--- src/rtl/serial_in_if.sv ---
// Bus between a serial_in receiver and its controller: rate tick, control strobes,
// the serial line and the recovered word with its status.
interface serial_in_if #(
   parameter int unsigned DATA_BIT = 16
);
   logic                i_tick;
   logic                i_start;
   logic                i_stop;
   logic                i_repeat;
   logic                i_serial;
   logic [DATA_BIT-1:0] o_data;
   logic                o_busy;
   logic                o_done_tick;

   modport master (
      output i_tick, i_start, i_stop, i_repeat, i_serial,
      input  o_data, o_busy, o_done_tick
   );

   modport slave (
      input  i_tick, i_start, i_stop, i_repeat, i_serial,
      output o_data, o_busy, o_done_tick
   );
endinterface

--- src/rtl/serial_in.sv ---
// LSB-first serial word receiver: synchronises the line, samples each bit once at a
// fixed tick offset and presents the finished word with a one-clock done pulse.
module serial_in #(
   parameter int unsigned DATA_BIT     = 16,
   parameter int unsigned TICK_PER_BIT = 16,
   parameter int unsigned SAMPLE_TICK  = 8
) (
   input  logic       clk,
   input  logic       rst_n,
   serial_in_if.slave bus
);
   localparam int unsigned CNT_W = 8;
   localparam int unsigned BIT_W = 6;
   localparam logic [CNT_W-1:0] SAMPLE_AT = CNT_W'(SAMPLE_TICK);
   localparam logic [CNT_W-1:0] LAST_TICK = CNT_W'(TICK_PER_BIT - 1);
   localparam logic [BIT_W-1:0] LAST_BIT  = BIT_W'(DATA_BIT - 1);

   typedef enum logic [1:0] {
      S_IDLE = 2'd0,
      S_RECV = 2'd1,
      S_DONE = 2'd2
   } state_t;

   state_t              state;
   logic [1:0]          sync_reg;
   logic [CNT_W-1:0]    count_reg;
   logic [BIT_W-1:0]    bit_reg;
   logic [DATA_BIT-1:0] buf_reg;
   logic [DATA_BIT-1:0] data_reg;
   logic                busy_reg;
   logic                done_reg;
   logic                line_sync;

   assign line_sync       = sync_reg[1];
   assign bus.o_data      = data_reg;
   assign bus.o_busy      = busy_reg;
   assign bus.o_done_tick = done_reg;

   // New bit enters at the MSB so the first received bit ends up in bit 0.
   function automatic logic [DATA_BIT-1:0] shift_in(input logic [DATA_BIT-1:0] cur,
                                                    input logic b);
      return (cur >> 1) | (DATA_BIT'(b) << (DATA_BIT - 1));
   endfunction

   always_ff @(posedge clk or negedge rst_n) begin
      if (!rst_n) begin
         state     <= S_IDLE;
         sync_reg  <= 2'b00;
         count_reg <= '0;
         bit_reg   <= '0;
         buf_reg   <= '0;
         data_reg  <= '0;
         busy_reg  <= 1'b0;
         done_reg  <= 1'b0;
      end else begin
         sync_reg <= {sync_reg[0], bus.i_serial};
         done_reg <= 1'b0;
         case (state)
            S_IDLE: begin
               if (bus.i_start) begin
                  state     <= S_RECV;
                  busy_reg  <= 1'b1;
                  count_reg <= '0;
                  bit_reg   <= '0;
                  buf_reg   <= '0;
               end
            end
            S_RECV: begin
               if (bus.i_stop) begin
                  state    <= S_IDLE;
                  busy_reg <= 1'b0;
               end else if (bus.i_tick) begin
                  if (count_reg == SAMPLE_AT)
                     buf_reg <= shift_in(buf_reg, line_sync);
                  if (count_reg == LAST_TICK) begin
                     count_reg <= '0;
                     if (bit_reg == LAST_BIT) begin
                        state    <= S_DONE;
                        busy_reg <= 1'b0;
                        done_reg <= 1'b1;
                        data_reg <= (count_reg == SAMPLE_AT) ?
                                    shift_in(buf_reg, line_sync) : buf_reg;
                     end else begin
                        bit_reg <= bit_reg + BIT_W'(1);
                     end
                  end else begin
                     count_reg <= count_reg + CNT_W'(1);
                  end
               end
            end
            S_DONE: begin
               // On repeat the done clock is already tick 0 of the next word's bit 0,
               // keeping back-to-back words exactly DATA_BIT*TICK_PER_BIT ticks apart.
               if (bus.i_repeat && !bus.i_stop) begin
                  state     <= S_RECV;
                  busy_reg  <= 1'b1;
                  bit_reg   <= '0;
                  count_reg <= bus.i_tick ? CNT_W'(1) : '0;
                  buf_reg   <= (bus.i_tick && SAMPLE_AT == '0) ?
                               shift_in('0, line_sync) : '0;
               end else begin
                  state    <= S_IDLE;
                  busy_reg <= 1'b0;
               end
            end
            default: begin
               state    <= S_IDLE;
               busy_reg <= 1'b0;
            end
         endcase
      end
   end
endmodule

--- src/flat_wrapper.sv ---
// flat-port wrapper written by rule: the top's interface ports become plain ports
module serial_in_flat 
#(
   parameter int unsigned DATA_BIT     = 16,
   parameter int unsigned TICK_PER_BIT = 16,
   parameter int unsigned SAMPLE_TICK  = 8
)
  (clk, rst_n, bus_i_tick, bus_i_start, bus_i_stop, bus_i_repeat, bus_i_serial, bus_o_data, bus_o_busy, bus_o_done_tick);
  serial_in_if #(.DATA_BIT(DATA_BIT)) bus_i ();
  input  logic clk;
  input  logic rst_n;
  input wire logic [$bits(bus_i.i_tick)-1:0] bus_i_tick;
  input wire logic [$bits(bus_i.i_start)-1:0] bus_i_start;
  input wire logic [$bits(bus_i.i_stop)-1:0] bus_i_stop;
  input wire logic [$bits(bus_i.i_repeat)-1:0] bus_i_repeat;
  input wire logic [$bits(bus_i.i_serial)-1:0] bus_i_serial;
  output wire logic [$bits(bus_i.o_data)-1:0] bus_o_data;
  output wire logic [$bits(bus_i.o_busy)-1:0] bus_o_busy;
  output wire logic [$bits(bus_i.o_done_tick)-1:0] bus_o_done_tick;
  assign bus_i.i_tick = bus_i_tick;
  assign bus_i.i_start = bus_i_start;
  assign bus_i.i_stop = bus_i_stop;
  assign bus_i.i_repeat = bus_i_repeat;
  assign bus_i.i_serial = bus_i_serial;
  assign bus_o_data = bus_i.o_data;
  assign bus_o_busy = bus_i.o_busy;
  assign bus_o_done_tick = bus_i.o_done_tick;
  serial_in #(.DATA_BIT(DATA_BIT), .TICK_PER_BIT(TICK_PER_BIT), .SAMPLE_TICK(SAMPLE_TICK)) u_core (.clk(clk), .rst_n(rst_n), .bus(bus_i));
endmodule
--- config.mk ---
export PLATFORM = sky130hd
export DESIGN_NAME = serial_in_flat
export DESIGN_NICKNAME = d
export VERILOG_FILES = /design/src/rtl/serial_in_if.sv /design/src/rtl/serial_in.sv /design/src/flat_wrapper.sv
export SDC_FILE = /design/constraint.sdc
export NUM_CORES = 1
export LEC_CHECK = 0
export BUFFER_PORTS_ARGS = -buffer_cell sky130_fd_sc_hd__buf_2
export CAP_MARGIN = 20
export CORE_MARGIN = 4
export CORE_UTILIZATION = 50
export DETAILED_ROUTE_END_ITERATION = 8
export PLACE_DENSITY_LB_ADDON = 0.12
export SYNTH_ARGS = -nofsm -noshare
export SYNTH_HDL_FRONTEND = slang
export SYNTH_SLANG_ARGS = --single-unit
--- constraint.sdc ---
create_clock -name clk -period 6.75 [get_ports clk]
set_clock_uncertainty 0.15 [all_clocks]
set_input_delay 1.35 -clock clk [delete_from_list [all_inputs] [get_ports clk]]
set_output_delay 1.35 -clock clk [all_outputs]
set_load 0.01 [all_outputs]
==> results of run 1 <==
## layout make-up
cell class / instances / area, µm² / area share (%)
clock buffers: 6 / 82.6 / 2.90
clock inverters: 2 / 15.0 / 0.527
inverters: 11 / 41.3 / 1.45
multi-input cells: 165 / 1170 / 41.0
flip-flops and latches: 52 / 1300 / 45.6
well taps: 67 / 83.8 / 2.94
repair buffers: 29 / 158 / 5.53
## path summary, 6_finish.rpt
| path | slack [ns] | to | cells after the start |
|---|---|---|---|
| worst max-delay path | 3.55 | u_core.state[1] | 5 |
| worst min-delay path | 0.21 | u_core.sync_reg[1] | 0 |
| worst max register to register | 3.94 | u_core.state[1] | 4 |
| worst min register to register | 0.21 | u_core.sync_reg[1] | 0 |
| max in group asynchronous | 5.03 | u_core.bit_reg[0] | 2 |
| min in group asynchronous | 0.98 | u_core.count_reg[1] | 2 |
## cell usage in the layout (no fill, tap or decap), types with 2 or more instances in the layout
| master | instances |
|---|---|
| sky130_fd_sc_hd__nor2_1 | 10 |
| sky130_fd_sc_hd__nand2_1 | 7 |
| sky130_fd_sc_hd__nand3_1 | 9 |
| sky130_fd_sc_hd__nand4_1 | 4 |
| sky130_fd_sc_hd__buf_4 | 5 |
| sky130_fd_sc_hd__nor3_1 | 6 |
| sky130_fd_sc_hd__a22o_1 | 20 |
| sky130_fd_sc_hd__clkbuf_8 | 6 |
| sky130_fd_sc_hd__o31ai_1 | 2 |
| sky130_fd_sc_hd__inv_1 | 11 |
| sky130_fd_sc_hd__and3_1 | 2 |
| sky130_fd_sc_hd__o21ai_1 | 11 |
| sky130_fd_sc_hd__nor4_1 | 4 |
| sky130_fd_sc_hd__or4_4 | 2 |
| sky130_fd_sc_hd__a31oi_1 | 2 |
| sky130_fd_sc_hd__o21ai_0 | 27 |
| sky130_fd_sc_hd__ha_1 | 7 |
| sky130_fd_sc_hd__a211o_1 | 2 |
| sky130_fd_sc_hd__o211ai_1 | 6 |
| sky130_fd_sc_hd__nand2b_1 | 4 |
| sky130_fd_sc_hd__mux2i_1 | 18 |
| sky130_fd_sc_hd__dfrtp_1 | 52 |
| sky130_fd_sc_hd__clkinvlp_4 | 2 |
| sky130_fd_sc_hd__buf_2 | 24 |
## metrics by stage
step                setup slack [ns]  utilization [%]
finish                          3.55             58.4
global route                    3.46             58.4
CTS                             3.53             58.4
detailed placement              3.21             56.4
global placement                3.26             56.3
floorplan                       3.42                -
## kinds of logic (layout without fill, tap and decap cells)
group / after synthesis / after routing / share of synthesized area (%)
AOI/OAI and AO/OA: 83 / 83 / 22.3
adders and majority gates: 7 / 7 / 3.37
buffers and inverters: 27 / 48 / 4.97
DFF: 52 / 52 / 50.1
muxes: 19 / 19 / 7.38
and+or+nand+nor: 56 / 56 / 11.9
## layer usage
layer	vias to the layer above	wire length, µm
li1	955	-
met1	947	2630
met2	49	2310
met4	0	83
met5	-	0
met3	8	278
## where the power goes
group / total, mW / internal, mW / switching [mW]
logic: 0.257 / 0.0905 / 0.167
registers: 0.370 / 0.340 / 0.0304
clock network: 0.186 / 0.0831 / 0.103
total: 0.814 / 0.513 / 0.300
## worst max-delay path, stage by stage
cell and delay (ns):
sky130_fd_sc_hd__buf_2 0.10, sky130_fd_sc_hd__or3b_2 0.43, sky130_fd_sc_hd__or4_4 0.55, sky130_fd_sc_hd__or2_1 0.48
sky130_fd_sc_hd__o32ai_2 0.33
==> run summary, run 1 <==
- 52 — number of synthesized register bits
- 0.209 ns — worst hold slack
- 9.88% — area delta synth->final
- 2750 µm² — area after detailed placement
- 0 — Resized Gates After CTS
- 16.0 µm — average wire per cell in the routed design
- 18 — CP Max Fanout
- 189 µV — VDD IR max
- done — CTS tree
- 0 — DRC violation count after routing
- 2850 µm² — final std cell area, no fill
- sky130_fd_sc_hd__clkbuf_8 — CTS Root Buffer Type
- 2 — maximum clock insertion buffer count
- 25.8% — worst-case headroom to the max-slew limit
- 6410 µm² — die footprint
- 1.11 ns — actual slew at the worst max-slew pin
- 0 — Final ANT Viol Nets
- 80.0 µm — vertical extent of the die
- 0 — Final Hold Vio Count
- sky130_fd_sc_hd__dfrtp_1, sky130_fd_sc_hd__o21ai_0, sky130_fd_sc_hd__a22o_1, sky130_fd_sc_hd__mux2i_1 — cell types with the highest counts after synthesis
- 16.6% — share of cells above drive strength 1
- 52 — number of sinks on the clock net
- 2 — CTS H-tree depth
- 2590 µm² — synthesized cell area
- 3550 µm — detailed placer's ending HPWL
- 53 — largest net degree at the start of global routing
- 0 — number of antenna violations at the first check in global routing
- 332 — non-filler instance count after layout
- 0.813 — Final GP Congestion
- 0.09 ns — register clock-pin slew on the reported worst setup and hold paths
- 427 — fillers
- 0.31 ns — source-to-sink clock delay at the later pin of the worst-skew pair
- 5 — cts bufs inserted
- bus_i_tick — launch point of the critical path
- 0 — Max Cap Viol
- 0.814 mW — overall power after layout
- 0 — Synth warnings
- 118 — initial detailed-routing violation count
- 3.20 ns — post-layout min period
- 0 — total congestion overflow after global routing
- 50.1% — Synth top area share
- 1.27 nW — leakage
- 18.5% — overall fraction of global-route tracks in use
- 0 — count of buffers added by post-CTS timing repair for setup
- sky130_fd_sc_hd__dfrtp_1 — post-synthesis cell type with the largest combined area
- 1959 — via count
- met1 — busiest layer in global routing
- 0 — # hold bufs at CTS
- 0 ns — post-route setup TNS
- 25.9% — met2 routing resource usage after global routing
- 10.6 µm² — Avg Cell Area, Syn
- input pin — startpoint class of the critical path
- 25 — Site Rows
- 6.81 ns — required time of the critical path
- 4 — Initial DRT Pass Iterations
- 27.6% — routing usage on met1
- 24 — number of port buffers
- 80.0 µm — die width
- 50.1% — post-synthesis sequential area ratio
- 0 — count of final setup violators
- 47.5% — post-route fraction of the period consumed by the critical path
- 25 — number of I/O pins
- reg -> reg — kind of path behind the tightest hold check
- u_core.sync_reg[0] — Min-Delay Startpoint
- 5.90 — routed via count divided by cell count
- 0 — number of enable flip-flop cells after synthesis
- 324 — Placed Cells
- 258 — Net Count, Synth
- 53.2% — initial cell density of the core
- 0 — number of antenna diodes
- 244 — number of cells produced by synthesis
- 4880 µm² — Core ar.
- 100% — proportion of register bits with asynchronous set or reset after synthesis
- 45 — count of different cell masters after synthesis
- 3.95% — met3 capacity usage during global routing
- 5300 µm — Detailed Route WL
- false — unrepaired setup endpoints after global routing
- 9310 µm — wire length of the first global-routing pass
- u_core.count_reg[5] — worst reg2reg path startpoint
- 0 — number of pins exceeding their max-slew limit in the final report
- complete, no violations — status
- register — nature of the critical path endpoint
- 312 MHz — maximum frequency from static timing analysis
- sky130_fd_sc_hd__dfrtp_1, sky130_fd_sc_hd__mux2i_1, sky130_fd_sc_hd__a22o_1, sky130_fd_sc_hd__o21ai_0, sky130_fd_sc_hd__ha_1 — synth top area cells
- sky130_fd_sc_hd__dfrtp_1 — most used flip-flop cell after synthesis
- 285 nW/µm² — Power Dens Cells
- sky130_fd_sc_hd__dfrtp_1 — most common cell in the netlist
- in -> reg — type of the setup path with the least slack
- 1889 — number of global-route vias before repair
- 3.26 ns — WP data arrival
- 278 — NumNets Final
Note: power is estimated with default switching activity, not from simulation.
==> inputs of run 2 (changes only) <==
--- a/config.mk
+++ b/config.mk
@@ -5,6 +5,7 @@
 export SDC_FILE = /design/constraint.sdc
 export NUM_CORES = 1
 export LEC_CHECK = 0
+export ABC_AREA = 1
 export BUFFER_PORTS_ARGS = -buffer_cell sky130_fd_sc_hd__buf_2
 export CAP_MARGIN = 20
 export CORE_MARGIN = 4
==> constraint.sdc (replaced) <==
create_clock -name clk -period 3.3 [get_ports clk]
set_clock_uncertainty 0.15 [all_clocks]
set_input_delay 0.66 -clock clk [delete_from_list [all_inputs] [get_ports clk]]
set_output_delay 0.66 -clock clk [all_outputs]
set_load 0.01 [all_outputs]
==> run summary, run 2 <==
- 6960 µm² — die footprint
- 0 — # hold bufs at CTS
- 0.637 ns — actual slew at the worst max-slew pin
- 0.970 mW — internal portion of total power
- 16.3% — overall fraction of global-route tracks in use
- 83.4 µm — vertical extent of the die
- sky130_fd_sc_hd__nand2_1, sky130_fd_sc_hd__dfrtp_1, sky130_fd_sc_hd__inv_1, sky130_fd_sc_hd__o21ai_1, sky130_fd_sc_hd__buf_2 — commonest non-fill, non-tap cells in the layout
- 7.56% — area delta synth->final
- register — startpoint class of the critical path
- 0 — total congestion overflow after global routing
- 5 — cts bufs inserted
- 2204 — via count
- 2970 µm² — area after detailed placement
- sky130_fd_sc_hd__dfrtp_1, sky130_fd_sc_hd__nand2_1, sky130_fd_sc_hd__inv_1, sky130_fd_sc_hd__o21ai_1, sky130_fd_sc_hd__o21ai_0 — synth top area cells
- 17.7% — share of cells above drive strength 1
- 4 — Initial DRT Pass Iterations
- 505 µV — VDD IR max
- 5510 µm² — Core ar.
- 23 — CP Max Fanout
- sky130_fd_sc_hd__nand2_1 — most common cell in the netlist
- 98 — initial detailed-routing violation count
- 23.5% — clock network fraction of total power
- 0 — Final ANT Viol Nets
- 0 — count of buffers added by post-CTS timing repair for setup
- u_core.state[1] — launch point of the critical path
- reg -> reg — type of the setup path with the least slack
- 1300 µm² — area used by multi-input combinational logic
- 39.4% — Sw Ratio
- sky130_fd_sc_hd__nand2_1, sky130_fd_sc_hd__dfrtp_1, sky130_fd_sc_hd__inv_1, sky130_fd_sc_hd__o21ai_1, sky130_fd_sc_hd__o21ai_0 — cell types with the highest counts after synthesis
- 1300 µm² — register area
- 27 — Site Rows
- 2 — maximum clock insertion buffer count
- 100% — proportion of register bits with asynchronous set or reset after synthesis
- sky130_fd_sc_hd__nand2_1 — most common library cell in the layout ignoring fill and taps
- 461 MHz — maximum frequency from static timing analysis
- 44.9% — fraction of power consumed by sequential logic
- 57.4% — worst-case headroom to the max-slew limit
- 2149 — number of global-route vias before repair
- 0 — Final Hold Vio Count
- 0.983 — Final GP Congestion
- 51.7% — initial cell density of the core
- sky130_fd_sc_hd__clkbuf_8 — CTS Root Buffer Type
- sky130_fd_sc_hd__dfrtp_1 — post-synthesis cell type with the largest combined area
- 33 — largest net degree at the start of global routing
- 83.4 µm — die width
- 5300 µm — Detailed Route WL
- 0 — DRC violation count after routing
- in -> async — kind of path behind the tightest hold check
- 9 — worst r2r path cells
- 34 — count of different cell masters after synthesis
- 0 ns — post-route setup TNS
- 27.3% — met2 routing resource usage after global routing
- 21.2% — routing usage on met1
- 2850 µm² — synthesized cell area
- 0 — Resized Gates After CTS
- 0 — number of enable flip-flop cells after synthesis
- 9610 µm — wire length of the first global-routing pass
- 2.22 ns — WP data arrival
- 24 — number of port buffers
- 386 — NumNets Final
- 4.95 — routed via count divided by cell count
- 45.7% — post-synthesis sequential area ratio
- 0.31 ns — source-to-sink clock delay at the later pin of the worst-skew pair
- 0 — number of antenna diodes
- 350 — number of cells produced by synthesis
- 3060 µm² — final std cell area, no fill
- register — nature of the critical path endpoint
- sky130_fd_sc_hd__dfrtp_1 — most used flip-flop cell after synthesis
- 11.9 µm — average wire per cell in the routed design
- 52 — number of sinks on the clock net
- 3740 µm — detailed placer's ending HPWL
- 1.59 nW — leakage
- 31.6% — Combinational Power Share
- u_core.state[1] — worst reg2reg path startpoint
- false — unrepaired setup endpoints after global routing
- 0.10 ns — register clock-pin slew on the reported worst setup and hold paths
- done — CTS tree
- 0.631 mW — switching pwr
- 0 — Synth warnings
- 25 — number of I/O pins
- 65.7% — post-route fraction of the period consumed by the critical path
- 45.7% — Synth top area share
- 2 — CTS H-tree depth
- 1.60 mW — overall power after layout
- 0 — number of pins exceeding their max-slew limit in the final report
- 2.17 ns — post-layout min period
- 3.47% — met3 capacity usage during global routing
- 52 — number of synthesized register bits
- 502 — fillers
- 8.13 µm² — Avg Cell Area, Syn
- complete, no violations — status
- 0 — Max Cap Viol
- met2 — busiest layer in global routing
- 0 — number of antenna violations at the first check in global routing
- 364 — Net Count, Synth
- 0 — count of final setup violators
- 3.35 ns — required time of the critical path
- 523 nW/µm² — Power Dens Cells
run 2: path summary, 6_finish.rpt:
kind | to | slack [ns]
worst max-delay path | u_core.bit_reg[0] | 1.13
worst min register to register | u_core.sync_reg[1] | 0.22
min in group clk | u_core.sync_reg[1] | 0.22
worst max register to register | u_core.bit_reg[0] | 1.13
worst min-delay path | u_core.bus.o_data[3] | 0.13
max in group asynchronous | u_core.bit_reg[4] | 2.08
run 2: area by class of cell:
class                      count  share of cell area, %
sequential                    52                   42.5
multi-input combinational    249                   42.5
inverter                      39                   4.87
timing repair buffer          25                   4.17
tap                           72                   2.94
clock buffer                   5                   2.25
clock inverter                 3                  0.736
run 2: critical path, stage by stage (launching register included):
cell,delay (ns)
sky130_fd_sc_hd__dfrtp_1,0.42
sky130_fd_sc_hd__inv_1,0.09
sky130_fd_sc_hd__ha_1,0.43
sky130_fd_sc_hd__o21bai_2,0.08
sky130_fd_sc_hd__nand2_1,0.13
sky130_fd_sc_hd__nand2_4,0.14
sky130_fd_sc_hd__inv_4,0.27
sky130_fd_sc_hd__nand3_2,0.20
sky130_fd_sc_hd__nand2_1,0.11
sky130_fd_sc_hd__nand2_1,0.05
run 2: per-stage QoR:
| step | util (%) | cells | setup slack (ns) | hold WS [ns] |
|---|---|---|---|---|
| 3_3_place_gp | 53.9 | 437 | 1.17 | 0.187 |
| 2_1_floorplan | - | 350 | 1.59 | 0.181 |
| 6_report | 55.6 | 445 | 1.13 | 0.135 |
| 4_1_cts | 55.6 | 445 | 1.11 | 0.145 |
| 3_5_place_dp | 53.9 | 437 | 1.13 | 0.197 |
| 5_1_grt | 55.6 | 445 | 0.955 | 0.161 |
run 2: cells by family (layout without fill, tap and decap cells):
| family | after synthesis | after routing | synth area share, % |
|---|---|---|---|
| and+or+nand+nor | 181 | 181 | 29.9 |
| AOI/OAI and AO/OA | 57 | 57 | 11.6 |
| DFF | 52 | 52 | 45.7 |
| buffers and inverters | 49 | 72 | 8.53 |
| adders and majority gates | 7 | 7 | 3.08 |
| xor gates and xnor gates | 4 | 4 | 1.23 |
run 2: power by group through the flow:
stage          clock (mW)  sequential (mW)  combinational [mW]
2_1_floorplan           0            0.724               0.444
3_3_place_gp            0            0.730               0.507
3_5_place_dp            0            0.729               0.511
4_1_cts             0.394            0.718               0.513
5_1_grt             0.421            0.727               0.574
6_report            0.377            0.718               0.506
run 2: layer usage:
metal  part of all wire [%]  up-vias
met5                      0        -
met4                    1.5        0
met3                    5.1        9
met2                     46       56
met1                     48      989
li1                       -     1150
